==> config.mk <==
export PLATFORM = sky130hd
export DESIGN_NAME = bcd_display_scanner
export DESIGN_NICKNAME = d
export VERILOG_FILES = /design/src/rtl/bcd_display_scanner.sv
export SDC_FILE = /design/constraint.sdc
export NUM_CORES = 1
export LEC_CHECK = 0
export BUFFER_PORTS_ARGS = -buffer_cell sky130_fd_sc_hd__buf_2
export CELL_PAD_IN_SITES_DETAIL_PLACEMENT = 0
export CELL_PAD_IN_SITES_GLOBAL_PLACEMENT = 1
export CORE_MARGIN = 4
export CORE_UTILIZATION = 44
export CTS_CLUSTER_DIAMETER = 150
export DETAILED_ROUTE_END_ITERATION = 10
export HOLD_SLACK_MARGIN = 0.12
export PLACE_DENSITY = 0.75
export SLEW_MARGIN = 10
export SYNTH_ARGS = -nofsm -noshare
export SYNTH_HDL_FRONTEND = slang
export SYNTH_SLANG_ARGS = --single-unit
==> constraint.sdc <==
create_clock -name clk -period 1.6 [get_ports clk]
set_clock_uncertainty 0.1 [all_clocks]
set_input_delay 0.08 -clock clk [delete_from_list [all_inputs] [get_ports clk]]
set_output_delay 0.08 -clock clk [all_outputs]
set_load 0.05 [all_outputs]
==> src/rtl/bcd_display_scanner.sv <==
// bcd_display_scanner: captures a binary value, converts it to BCD one bit
// per clock (shift-add-3), and time-multiplexes the committed digits onto a
// single BCD nibble with a one-hot digit select.
//
// Parameters
//   WIDTH     binary input width (>=1)
//   DIGITS    display digits (>=1), digit 0 least significant
//   SCAN_DIV  clocks each digit stays selected (>=1)
//
// Ports
//   clk        in   system clock, rising edge
//   reset      in   synchronous active-high reset
//   value      in   [WIDTH-1:0] unsigned value to display
//   load       in   capture request, honoured only when idle
//   busy       out  conversion in progress
//   bcd        out  [3:0] nibble of the selected digit
//   digit_sel  out  [DIGITS-1:0] one-hot select of the current digit
//
// Build option
//   LEADING_ZERO_BLANK_EN  when defined, digits above the most significant
//                          nonzero digit are blanked (digit_sel forced to 0).

module bcd_display_scanner #(
  parameter int WIDTH    = 8,
  parameter int DIGITS   = 3,
  parameter int SCAN_DIV = 1000
) (
  input  logic              clk,
  input  logic              reset,
  input  logic [WIDTH-1:0]  value,
  input  logic              load,
  output logic              busy,
  output logic [3:0]        bcd,
  output logic [DIGITS-1:0] digit_sel
);

  localparam int AW = 4 * DIGITS;
  localparam int CW = $clog2(WIDTH + 1);
  localparam int IW = (DIGITS > 1) ? $clog2(DIGITS) : 1;
  localparam int DW = (SCAN_DIV > 1) ? $clog2(SCAN_DIV) : 1;
  localparam int VW = (WIDTH > 64) ? WIDTH : 64;

  // 10**n, saturating at all-ones once it no longer fits in 64 bits
  function automatic logic [63:0] pow10(input int n);
    logic [63:0] p;
    p = 64'd1;
    for (int k = 0; k < n; k++) begin
      if (p > 64'd1844674407370955161) return '1;
      p = p * 64'd10;
    end
    return p;
  endfunction

  localparam logic [63:0] LIMIT = pow10(DIGITS);

  typedef enum logic [1:0] {
    S_IDLE,
    S_SHIFT,
    S_COMMIT
  } state_t;

  state_t            r_state;
  logic              r_busy;
  logic [WIDTH-1:0]  r_sr;
  logic [AW-1:0]     r_acc;
  logic [CW-1:0]     r_cnt;
  logic              r_ovf;
  logic [AW-1:0]     r_dig;
  logic [DIGITS-1:0] r_blank;
  logic [DW-1:0]     r_div;
  logic [IW-1:0]     r_idx;

  logic [AW-1:0]     w_adj;
  logic [AW-1:0]     w_acc_nxt;
  logic [AW-1:0]     w_commit;
  logic [DIGITS-1:0] w_blank;
  logic              w_ovf;
  logic [3:0]        w_bcd;
  logic [DIGITS-1:0] w_sel;

  // Values that cannot be shown in DIGITS decimal places are flagged at
  // capture so COMMIT can substitute the error glyph.
  assign w_ovf = (VW'(value) >= VW'(LIMIT));

  // Add-3 correction on every nibble that would exceed 9 after doubling
  always_comb begin
    w_adj = '0;
    for (int i = 0; i < DIGITS; i++) begin
      if (r_acc[4*i +: 4] >= 4'd5)
        w_adj[4*i +: 4] = r_acc[4*i +: 4] + 4'd3;
      else
        w_adj[4*i +: 4] = r_acc[4*i +: 4];
    end
  end

  assign w_acc_nxt = {w_adj[AW-2:0], r_sr[WIDTH-1]};

  assign w_commit = r_ovf ? {DIGITS{4'hE}} : r_acc;

`ifdef LEADING_ZERO_BLANK_EN
  // Walk down from the top digit; a digit is blank while every digit at or
  // above it is zero. Digit 0 always shows, overflow glyphs always show.
  always_comb begin
    logic z;
    z = 1'b1;
    w_blank = '0;
    for (int i = DIGITS - 1; i >= 1; i--) begin
      z = z & (r_acc[4*i +: 4] == 4'd0);
      w_blank[i] = z & ~r_ovf;
    end
  end
`else
  assign w_blank = '0;
`endif

  // Conversion FSM
  always_ff @(posedge clk) begin
    if (reset) begin
      r_state <= S_IDLE;
      r_busy  <= 1'b0;
      r_sr    <= '0;
      r_acc   <= '0;
      r_cnt   <= '0;
      r_ovf   <= 1'b0;
      r_dig   <= '0;
      r_blank <= '0;
    end else begin
      unique case (r_state)
        S_IDLE: begin
          if (load) begin
            r_sr    <= value;
            r_acc   <= '0;
            r_cnt   <= CW'(WIDTH);
            r_ovf   <= w_ovf;
            r_state <= S_SHIFT;
            r_busy  <= 1'b1;
          end
        end
        S_SHIFT: begin
          r_acc <= w_acc_nxt;
          r_sr  <= r_sr << 1;
          r_cnt <= r_cnt - CW'(1);
          if (r_cnt == CW'(1))
            r_state <= S_COMMIT;
        end
        S_COMMIT: begin
          r_dig   <= w_commit;
          r_blank <= w_blank;
          r_state <= S_IDLE;
          r_busy  <= 1'b0;
        end
        default: begin
          r_state <= S_IDLE;
          r_busy  <= 1'b0;
        end
      endcase
    end
  end

  // Free-running scan divider and digit index
  always_ff @(posedge clk) begin
    if (reset) begin
      r_div <= '0;
      r_idx <= '0;
    end else if (r_div == DW'(SCAN_DIV - 1)) begin
      r_div <= '0;
      if (r_idx == IW'(DIGITS - 1))
        r_idx <= '0;
      else
        r_idx <= r_idx + IW'(1);
    end else begin
      r_div <= r_div + DW'(1);
    end
  end

  // Register-only selection: committed digit and its select line
  always_comb begin
    w_bcd = 4'd0;
    w_sel = '0;
    for (int i = 0; i < DIGITS; i++) begin
      if (r_idx == IW'(i)) begin
        w_bcd    = r_dig[4*i +: 4];
        w_sel[i] = ~r_blank[i];
      end
    end
  end

  assign busy      = r_busy;
  assign bcd       = w_bcd;
  assign digit_sel = w_sel;

endmodule

==> flow_summary.json <==
{
  "num-nets-final": 369,
  "grt_antenna_before_repair": 0,
  "synthFlopType": "dfxtp_1",
  "row_count": 27,
  "grt_use_met2_pct": 24.4,
  "crit_chain": "ha_2 -> buf_4 -> nand4_1 -> or3_1 -> a31oi_1",
  "endpoint_kind": "flop",
  "routedWlPerCell_um": 13.2,
  "max_cap_viol_count": 0,
  "numCtsBuffers": 5,
  "cts_tree": "built",
  "cts_sinks": 51,
  "period_minus_slack_ns": 1.50,
  "met1_usage_pct": 24.4,
  "wl_um": 5580,
  "start_util_pct": 45.1,
  "dr.pass1.iters": 4,
  "n_antenna_cell": 0,
  "dpl.hpwl_um": 3970,
  "path_class": "flop to flop",
  "cp.arrival_ns": 1.63,
  "cp_slowest_stage_delay_ns": 0.38,
  "core_area_mm2": 0.00551,
  "yosys_warnings": 0,
  "syn_nets": 322,
  "num_io_pins": 19,
  "antenna_left": 0,
  "drive_above_1_share_pct": 19.4,
  "hold_path.class": "primary input to flop",
  "synthArstFlopShare_pct": 0,
  "cts_root_buf": "clkbuf_8",
  "p_per_area_mw_per_mm2": 818,
  "synth_seq_cells": 51,
  "dieWidth_um": 83.1,
  "cts_buffer_depth": 2,
  "synth.avg_cell_area_um2": 8.22,
  "critPathMaxFanout": 4,
  "path_clk_slew_ns": 0.09,
  "worstMarginPinSlew_ns": 0.463,
  "synth_area_leaders": "dfxtp_1 41%, nand2_1 7.6%, a21oi_1 4.6%",
  "crit_slowest_cell": "dfxtp_4",
  "port_buffers": 18,
  "use_met3_pct": 3.37,
  "place_ws_ns": -0.000107,
  "area_delta_synth_final_pct": 22.8,
  "setup_viol_count_final": 0,
  "slew_viol_final": 0,
  "yosysSeqAreaShare_pct": 41.1,
  "worstSetupStartpointType": "flop",
  "ir_drop_mv": 0.515,
  "synth_top_area_share_pct": 41.1,
  "grt_util_all_layers_pct": 16.5,
  "relSlewSlack_pct": 69.1,
  "via_per_inst": 5.27,
  "grt_overflow": 0,
  "drc": 0,
  "required_ns": 1.74,
  "max_freq_ghz": 0.669,
  "vias": 2226,
  "grt_pass1_wl_um": 9600,
  "postSynthCellCount": 302,
  "die_h_um": 83.1,
  "post-route-period-util_pct": 93.5,
  "grt_max_degree": 22,
  "ys_types": 47,
  "synth_edf_count": 0,
  "htreeDepth": 2,
  "drtIter0Drc": 118,
  "gr-max-usage-layer": "met2",
  "hold_viol": 0,
  "fin_ws_ns": 0.104,
  "leakagePower_nw": 1.09,
  "netlist_area_mm2": 0.00248,
  "grt_pass1_vias": 1998,
  "power.total_mw": 2.50,
  "finalWeightedCongestion": 0.760,
  "run_status": "completed",
  "clk_latency_ns": 0.30,
  "utilization_pct": 55.4,
  "dieArea_mm2": 0.00691,
  "synth_top_cell_by_area": "dfxtp_1"
}
kinds of logic (layout without fill, tap and decap cells):
kind of cell / after synthesis / after routing / synth area share (%)
simple gates: 121 / 121 / 24.4
compound gates: 76 / 76 / 20.3
mux: 5 / 5 / 2.02
fa+ha+maj: 9 / 9 / 4.53
flops: 51 / 51 / 41.1
xor+xnor: 5 / 5 / 1.76
buf+inv: 35 / 83 / 5.84
state kept, by name (all words and copies together) (netlist names):
register  count
r_acc        12
r_dig        12
r_div        10
r_sr          8
r_cnt         4
r_idx         2
r_state       2
busy          1
worst paths after layout:
kind                            start                  end  slack [ns]  cells after the start
hold / removal                  reset  r_div[0]$_SDFF_PP0_        0.14                      4
hold reg to reg   r_div[0]$_SDFF_PP0_  r_div[0]$_SDFF_PP0_        0.34                      1
setup reg to reg  r_div[0]$_SDFF_PP0_  r_div[8]$_SDFF_PP0_        0.10                      5
setup / recovery  r_div[0]$_SDFF_PP0_  r_div[8]$_SDFF_PP0_        0.10                      5
critical path: cells and delay by family, from the launching register on:
kind / cells / cell delay, ns
flip-flops: 1 / 0.38
AO/OA/AOI/OAI: 1 / 0.15
buffers and inverters: 1 / 0.13
adder cells (fa/ha/maj): 1 / 0.20
AND/OR/NAND/NOR: 2 / 0.47
report_power, final:
part / switching [mW] / internal [mW] / total, mW / leakage [nW]
Sequential: 0.0452 / 1.32 / 1.37 / 0.417
Clock: 0.433 / 0.394 / 0.827 / 0.0505
Combinational: 0.161 / 0.142 / 0.303 / 0.620
Total: 0.639 / 1.86 / 2.50 / 1.09
Yosys cell counts, drive strengths merged, types with 4 or more instances:
master	number
dfxtp	51
nand2	50
a21oi	23
nor2	20
inv	18
nand3	15
o21ai	14
ha	9
nor2b	9
buf	8
clkbuf	8
o211ai	8
a311oi	7
o2111ai	6
mux2i	5
nand2b	5
nand4	4
nor4b	4
o21a	4
per-stage QoR:
step                      cells    TNS, ns  hold slack [ns]  cell area (um2)
final                       422          0            0.140             3050
after global routing        422    -0.0217            0.176             3050
after CTS                   419          0            0.146             3000
after detailed placement    402  -0.000107            0.254             2790
after global placement      402          0            0.253             2790
after floorplan             302     -0.202            0.142             2490
cell usage in the layout (no fill, tap or decap), types with 2 or more instances in the layout:
cell           netlist  final
o31ai_1              2      2
o21ai_1              0      2
ha_1                 9      8
nor4b_1              4      4
or3_1                2      2
a311oi_1             7      7
dlygate4sd3_1        0      9
nand2_1             50     50
o21a_1               4      4
nand2b_1             5      5
nor3_1               2      2
nor2b_1              9      9
dfxtp_1             51     48
mux2i_1              5      5
inv_1               18     18
buf_4                1     32
nand3_1             14     14
dfxtp_2              0      2
a21oi_1             23     23
o41ai_1              2      2
o21ai_0             14     10
nand4_1              4      4
o2111ai_1            6      6
o211ai_1             8      8
clkbuf_8             0      7
buf_2                6     14
xor2_1               2      2
o21ai_2              0      2
a31oi_1              3      3
xnor2_1              3      3
nor2_1              20     20
routing by layer:
layer / up-vias / routed length (um)
met5: - / 0
met4: 0 / 40
met3: 2 / 169
met2: 35 / 2450
met1: 1030 / 2920
li1: 1159 / -
area by class of cell:
cell class / count / area (um2)
Clock buffer: 7 / 96.3
Clock inverter: 1 / 7.51
Fill cell: 537 / 2460
Inverter: 19 / 71.3
Multi-Input combinational cell: 216 / 1350
Sequential cell: 51 / 1030
Tap cell: 72 / 90.1
Timing Repair Buffer: 56 / 412
repair_timing:
item / 4_1_cts / 5_1_grt
setup endpoints to repair: 8 / 18
hold buffers: 9 / 0
pin swaps: 0 / 3
gates resized for setup: 2 / 15
cloned: 0 / 0
setup buffers: 0 / 3
endpoints found under the hold margin: 10 / 0
(Power assumes the default switching activity.)
